--- src/rtl/noc_inject_arbiter.sv ---
// Injection arbiter: round-robin among local requesters with packet-level locking,
// credit-based flow control toward one mesh endpoint, and registered NoC outputs.
module noc_inject_arbiter #(
  parameter int NUM_REQ           = 4,
  parameter int FLIT_WIDTH        = 256,
  parameter int DEST_WIDTH        = 4,
  parameter int FLIT_BUFFER_DEPTH = 2
) (
  input  logic                                 clk,
  input  logic                                 rst,
  input  logic [NUM_REQ-1:0][FLIT_WIDTH-1:0]   req_data,
  input  logic [NUM_REQ-1:0][DEST_WIDTH-1:0]   req_dest,
  input  logic [NUM_REQ-1:0]                   req_is_tail,
  input  logic [NUM_REQ-1:0]                   req_valid,
  output logic [NUM_REQ-1:0]                   req_ready,
  output logic [FLIT_WIDTH-1:0]                noc_data,
  output logic [DEST_WIDTH-1:0]                noc_dest,
  output logic                                 noc_is_tail,
  output logic                                 noc_send,
  input  logic                                 noc_credit,
  output logic                                 cred_err
);

  localparam int IW = (NUM_REQ > 1) ? $clog2(NUM_REQ) : 1;
  localparam int CW = $clog2(FLIT_BUFFER_DEPTH + 1);
  localparam logic [CW-1:0] CRED_MAX = CW'(FLIT_BUFFER_DEPTH);
  localparam logic [IW-1:0] LAST_REQ = IW'(NUM_REQ - 1);

  typedef enum logic {IDLE, LOCKED} state_t;

  state_t          state_q, state_d;
  logic [IW-1:0]   rr_ptr_q, rr_ptr_d;
  logic [IW-1:0]   owner_q, owner_d;
  logic [CW-1:0]   cnt_q, cnt_d;
  logic            cred_err_q, cred_err_d;
  logic            send_q;
  logic [FLIT_WIDTH-1:0] data_q;
  logic [DEST_WIDTH-1:0] dest_q;
  logic            tail_q;

  logic [IW-1:0]   winner;
  logic            found;
  logic [IW-1:0]   sel;
  logic [IW-1:0]   sel_inc;
  logic            grant_ok;
  logic            xfer;

  // Rotating priority search starting at rr_ptr, wrapping modulo NUM_REQ.
  always_comb begin
    logic [IW:0] sum;
    found  = 1'b0;
    winner = '0;
    sum    = '0;
    for (int unsigned i = 0; i < NUM_REQ; i++) begin
      sum = {1'b0, rr_ptr_q} + (IW+1)'(i);
      if (sum >= (IW+1)'(NUM_REQ)) sum = sum - (IW+1)'(NUM_REQ);
      if (!found && req_valid[sum[IW-1:0]]) begin
        found  = 1'b1;
        winner = sum[IW-1:0];
      end
    end
  end

  always_comb begin
    sel      = (state_q == LOCKED) ? owner_q : winner;
    sel_inc  = (sel == LAST_REQ) ? '0 : sel + 1'b1;
    grant_ok = ((state_q == LOCKED) || found) && (cnt_q != '0) && !rst;
    req_ready = '0;
    if (grant_ok) req_ready[sel] = 1'b1;
    xfer = grant_ok && req_valid[sel];
  end

  always_comb begin
    state_d    = state_q;
    owner_d    = owner_q;
    rr_ptr_d   = rr_ptr_q;
    cnt_d      = cnt_q;
    cred_err_d = cred_err_q;
    case (state_q)
      IDLE: begin
        if (xfer) begin
          if (req_is_tail[sel]) begin
            rr_ptr_d = sel_inc;
          end else begin
            state_d = LOCKED;
            owner_d = sel;
          end
        end
      end
      LOCKED: begin
        if (xfer && req_is_tail[sel]) begin
          state_d  = IDLE;
          rr_ptr_d = sel_inc;
        end
      end
      default: state_d = IDLE;
    endcase
    // A credit arriving with the counter already full is dropped and flagged.
    if (xfer && !noc_credit) begin
      cnt_d = cnt_q - 1'b1;
    end else if (!xfer && noc_credit) begin
      if (cnt_q == CRED_MAX) cred_err_d = 1'b1;
      else                   cnt_d      = cnt_q + 1'b1;
    end
  end

  always_ff @(posedge clk) begin
    if (rst) begin
      state_q    <= IDLE;
      owner_q    <= '0;
      rr_ptr_q   <= '0;
      cnt_q      <= CRED_MAX;
      cred_err_q <= 1'b0;
      send_q     <= 1'b0;
      data_q     <= '0;
      dest_q     <= '0;
      tail_q     <= 1'b0;
    end else begin
      state_q    <= state_d;
      owner_q    <= owner_d;
      rr_ptr_q   <= rr_ptr_d;
      cnt_q      <= cnt_d;
      cred_err_q <= cred_err_d;
      send_q     <= xfer;
      if (xfer) begin
        data_q <= req_data[sel];
        dest_q <= req_dest[sel];
        tail_q <= req_is_tail[sel];
      end
    end
  end

  assign noc_send    = send_q;
  assign noc_data    = data_q;
  assign noc_dest    = dest_q;
  assign noc_is_tail = tail_q;
  assign cred_err    = cred_err_q;

endmodule

--- config.mk ---
export PLATFORM = sky130hd
export DESIGN_NAME = noc_inject_arbiter
export DESIGN_NICKNAME = d
export VERILOG_FILES = /design/src/rtl/noc_inject_arbiter.sv
export SDC_FILE = /design/constraint.sdc
export NUM_CORES = 1
export LEC_CHECK = 0
export ABC_CLOCK_PERIOD_IN_PS = 3300
export BUFFER_PORTS_ARGS = -buffer_cell sky130_fd_sc_hd__buf_2
export CORE_AREA = 2 2 506 508
export CTS_CLUSTER_SIZE = 14
export DETAILED_ROUTE_END_ITERATION = 7
export DIE_AREA = 0 0 508 510
export GPL_ROUTABILITY_DRIVEN = 1
export PLACE_DENSITY = 0.3
export SLEW_MARGIN = 20
export SYNTH_ARGS = -nofsm -noshare
export SYNTH_HDL_FRONTEND = slang
export SYNTH_SLANG_ARGS = --single-unit
--- constraint.sdc ---
create_clock -name clk -period 3.3 [get_ports clk]
set_input_delay 0.165 -clock clk [delete_from_list [all_inputs] [get_ports clk]]
set_output_delay 0.165 -clock clk [all_outputs]
set_load 0.02 [all_outputs]
Word-level counts from Yosys, hierarchy flattened --
Cells that the tools add are included.
Operators by class: equal/unequal tests 6, divide/modulo/power cells 0, $lt $le $gt $ge 10, reductions and logical operators 23, shift operators 0, multiply operators 0, muxes and demuxes 44, bitwise operators 3, add/subtract/negate cells 10
Operators with widths (number):
- $bmux 256 s2 | 1
- $mux 256 | 1
- $mux 2 | 16
- $lt 2x3->1 const B | 5
- $mux 1 | 14
- $bmux 1 s2 | 6
- $logic_and 1x1->1 | 10
- $sub 2x1->2 const B | 5
- $ge 3x3->1 const B | 3
- $reduce_and 3->1 | 3
- $bmux 4 s2 | 1
- $mux 4 | 2
- $add 2x2->3 const B | 2
- $logic_not 1->1 | 6
- $ne 2x2->1 const B | 3
- $add 2x1->2 const B | 2
- $eq 2x2->1 const B | 2
- $pmux 2 s2 | 1
- $reduce_bool 2->1 | 2
- $add 2x1->3 const B | 1
- $ge 2x3->1 const B | 1
- $not 1->1 | 3
- $demux 1 s2 | 1
- $ge 2x1->1 const B | 1
- other kinds (4) | 4
Storage, ports and cells: logic and storage cells 105, input bits 1051, output and inout bits 267, latch bits 0, bits in read-only memories 0, bits in registers 270, memory bits (writable) 0, memories 0

Logic depth before layout (Yosys ltp) --
depth in word-level cells 22, gate-level depth with buffers 13, mapped depth without buffers 11

Worst setup path before layout --
Ideal clock, no wire load.
kind reg2reg, start point register rr_ptr_q[1], end point register cnt_q[1], cell stages (with the launch flop) 12, setup slack 0.766 ns, period minus slack after synthesis 2.534 ns, setup time 0.132 ns, required time 3.168 ns, arrival time 2.402 ns, buffers on the path 2, cells stage by stage dfxtp_1 > inv_1 > a221o_1 > a31o_1 > buf_6 > nor3_2 > o21ai_2 > inv_2 > buf_2 > ha_1 > o21ai_0 > or3b_2
On the way: longest elaborated chain between the ends 22, elaborated cells between the ends (all ways) 51, classes of those cells 7 x add/sub; 4 x order compare; 1 x eq/ne; 24 x mux; 15 x reduce/logical
Ends and longest elaborated chain:
- from (decl) | RTL line 32 | logic [IW-1:0] rr_ptr_q, rr_ptr_d;
- from (signal assigned) | RTL line 121 | rr_ptr_q <= rr_ptr_d;
- parallel branches: the longest is 17 deep, another holds $add 2x1->3
- $logic_and 1x1->1 * | RTL line 70 | xfer = grant_ok && req_valid[sel];
- net xfer | RTL line 46 | logic xfer;
- $logic_not 1->1 | RTL line 101 | end else if (!xfer && noc_credit) begin
- $logic_and 1x1->1 | RTL line 101
- $reduce_bool 2->1 (no source line)
- $reduce_and 2->1 (no source line)
- to (signal assigned) | RTL line 122 | cnt_q <= cnt_d;
- to (decl) | RTL line 34 | logic [CW-1:0] cnt_q, cnt_d;
Mark *: on every way through the listed nets, which the timed path passes. The select of a mux whose other input is x is not followed. A chain may end at the register's enable or synchronous reset.

Worst setup path after layout --
start point register rr_ptr_q[0], end point register data_q[54] (netlist: noc_data[54])
On the way: longest elaborated chain between the ends 18, elaborated cells between the ends (all ways) 46, classes of those cells 7 x add/sub; 4 x order compare; 25 x mux; 10 x reduce/logical
Ends and longest elaborated chain:
- parallel branches: the longest is 18 deep, another holds $add 2x1->3
- to (signal assigned) | RTL line 126 | data_q <= req_data[sel];
- to (decl) | RTL line 37 | logic [FLIT_WIDTH-1:0] data_q;
Several ways; the timed one is not identified. The select of a mux whose other input is x is not followed.

==> impl_metrics.json <==
{
  "outcome": "finished, final reports clean",
  "antenna_left": 0,
  "drv_cap": 0,
  "critPathKind": "reg2reg",
  "core_sq_um": 253000,
  "grt_pass1_vias": 21518,
  "cts_sinks": 270,
  "dr.pass1.iters": 5,
  "holdWs_ns": 0.0736,
  "num_vias": 22208,
  "row_count": 185,
  "routed_via_density": 3.28,
  "final_cell_mix": "buf_2, nand2_1, dlygate4sd3_1",
  "slew_headroom": 0.439,
  "crit_path_max_fanout": 38,
  "grt_pass1_wl_microns": 235000,
  "drc_errors": 0,
  "worstMarginPinSlew_ns": 0.841,
  "initial_utilization": 0.0628,
  "wire_per_inst_microns": 28.4,
  "grt_max_degree": 114,
  "end_kind": "flip-flop",
  "critPathRequiredTime_ns": 3.80,
  "grt_overflow": 0,
  "slowest_delay_ns": 0.58,
  "fp.dieH_microns": 510,
  "fin_util": 0.130,
  "die_x_microns": 508,
  "ys_ff_latch": 270,
  "clock_latency_ns": 0.66,
  "rsz0062_at_grt": "yes",
  "gp_congestion": 0.933,
  "ys_types": 39,
  "grt_antenna_before_repair": 341,
  "startpoint": "rr_ptr_q[0]$_SDFFE_PP0P_",
  "hold_class": "in2reg",
  "tritoncts": "yes",
  "ff2ff_setup_slack_ns": 0.15,
  "setup_viol": 0,
  "layout_commonest_cell": "buf_2",
  "clk_pin_slew_worst_paths_ns": 0.06,
  "dieArea_sq_um": 259000,
  "pwr_density_cell_nw_per_um2": 808,
  "syn_nets": 2593,
  "hold_viol_final": 0,
  "syn_inst": 1536,
  "clk_path_buf_depth": 3,
  "period_minus_slack_ns": 3.15,
  "max_freq_ghz": 0.318,
  "fin_skew_ns": 0.0209,
  "cts_buffers": 46,
  "start_kind": "flip-flop",
  "portBuffers": 1317,
  "drt-initial-drc-count": 1382,
  "io_pins": 1318,
  "ir_drop_uv": 535,
  "cp_slowest_cell": "dlygate4sd3_1",
  "hpwl_microns": 168000,
  "p_leak_uw": 0.0135,
  "endpoint": "noc_data[54]$_SDFFE_PP0P_",
  "nNetsFinal": 4340,
  "syn_area_sq_um": 15900,
  "ys_warn_count": 0,
  "drive_gt1_frac": 0.511,
  "clock-root-buffer": "clkbuf_16",
  "area_delta_synth_final_pct": 108,
  "r2r_end": "noc_data[54]$_SDFFE_PP0P_",
  "ys_seq_area_frac": 0.340,
  "worstPathCellList": "nand2b_1 -> o211ai_1 -> a31o_4 -> buf_12 -> buf_16 -> mux4_2 -> dlygate4sd3_1 -> nand2_1 -> a21oi_1",
  "finalCritPeriodShare": 0.954,
  "slew_viol_final": 0,
  "reg2reg_depth": 9,
  "arrival_ns": 3.65,
  "timing.rr.start": "rr_ptr_q[0]$_SDFFE_PP0P_",
  "htreeDepth": 2,
  "syn_area_per_cell_sq_um": 10.4,
  "track_usage": 0.141,
  "routed_wl_microns": 192000
}
-- timing repair --
action / in CTS / in global routing
buffers inserted: 0 / 2
setup endpoints to repair: 0 / 78
endpoints found under the hold margin: 251 / 0
hold buffers: 491 / 0
gates resized for setup: 0 / 3
-- worst min-delay path by stage --
stage | slack (ns) | to | start | cells past startpoint
3_5_place_dp | 0.44 | noc_data[156]$_SDFFE_PP0P_ | noc_data[156]$_SDFFE_PP0P_ | 2
2_1_floorplan | 0.46 | owner_q[1]$_SDFFE_PP0P_ | req_valid[3] | 4
5_1_grt | 0.05 | noc_data[223]$_SDFFE_PP0P_ | req_data[223] | 4
3_3_place_gp | 0.44 | noc_data[206]$_SDFFE_PP0P_ | noc_data[206]$_SDFFE_PP0P_ | 2
6_report | 0.07 | noc_data[89]$_SDFFE_PP0P_ | req_data[857] | 4
4_1_cts | 0.0008 | owner_q[1]$_SDFFE_PP0P_ | req_valid[1] | 6
-- state kept, by name (all words and copies together), names as in the netlist, named ones only --
signal and cells:
cnt_q 2, cred_err 1, noc_data 256, noc_dest 4
noc_is_tail 1, noc_send 1, owner_q 2, rr_ptr_q 2
-- cell type report --
type / instances / area (sq um)
Timing Repair Buffer: 1845 / 12100
Tap cell: 3366 / 4210
Sequential cell: 270 / 5410
Fill cell: 29401 / 220000
Clock buffer: 64 / 1310
Multi-Input combinational cell: 1107 / 9630
Inverter: 13 / 56.3
Antenna cell: 93 / 233
Clock inverter: 14 / 164
-- metrics by stage --
step	instances	setup WS [ns]	TNS (ns)	instance area (sq um)	power, uW
5_1_grt	6708	-0.0153	-0.0727	32900	28400
2_1_floorplan	1536	0.766	0	15900	14300
3_3_place_gp	6108	0.578	0	26400	18900
6_report	6772	0.153	0	33100	26700
4_1_cts	6677	0.0193	0	32800	27200
3_5_place_dp	6108	0.559	0	26400	18900
-- cell usage after synthesis --
master    count  area (sq um)
nand2_1     521          1960
a22o_4        1          17.5
and2_1        6          37.5
a211oi_1      2          15.0
mux2i_1       3          30.0
mux4_2      260          5860
nand3_1       2          10.0
a31oi_1       2          12.5
or2_4         1          8.76
buf_8         1          15.0
xnor2_1       1          8.76
nand2b_1      5          31.3
buf_4        10          75.1
a32o_1        1          10.0
a21bo_2       1          10.0
o211ai_1      2          15.0
buf_6        30           338
clkbuf_1     59           221
a21oi_1     270          1350
inv_1        12          45.0
a311oi_1      1          8.76
nor2b_1       2          12.5
a221oi_1      1          8.76
a31o_1        1          8.76
nor3_1        2          10.0
ha_1          6          75.1
o21ai_2       1          8.76
nor2_1        6          22.5
buf_2        38           190
or3b_2        1          8.76
dfxtp_1     270          5410
nor3_2        1          10.0
o21ai_0       3          15.0
o31ai_1       1          7.51
buf_1         8          30.0
o22ai_1       1          6.26
a221o_1       1          10.0
inv_2         1          3.75
mux2_4        1          15.0
-- critical path: cells and delay by family, from the launching register on --
family          cells  cell delay (ns)
buf+inv             3             1.17
flops               1             0.30
mux                 1             0.54
simple gates        2             0.25
compound gates      3             0.52
-- cell families (layout without fill, tap and decap cells) --
family	count (synthesis)	after routing	share of synthesized area
adder cells (fa/ha/maj)	6	6	0.00472
flip-flops	270	270	0.340
multiplexers	264	264	0.371
other	0	93	0
XOR/XNOR	1	1	0.000550
buffers and inverters	159	1936	0.0577
AND/OR/NAND/NOR	547	547	0.132
AO/OA/AOI/OAI	289	289	0.0945
-- layer usage --
| layer | vias to the layer above | GRT usage | wire [microns] | share of wire |
|---|---|---|---|---|
| met5 | - | 0 | 1560 | 0.0081 |
| met4 | 232 | 0.0437 | 8520 | 0.044 |
| met3 | 649 | 0.0975 | 29700 | 0.15 |
| met2 | 1537 | 0.225 | 83800 | 0.44 |
| met1 | 10528 | 0.149 | 68600 | 0.36 |
| li1 | 9262 | - | - | - |
-- power by group --
group          switching, uW  internal (uW)
sequential               576           4240
combinational           8200           8600
clock                   2130           2970
total                  10900          15800
Power figures use the tool's default switching activity.
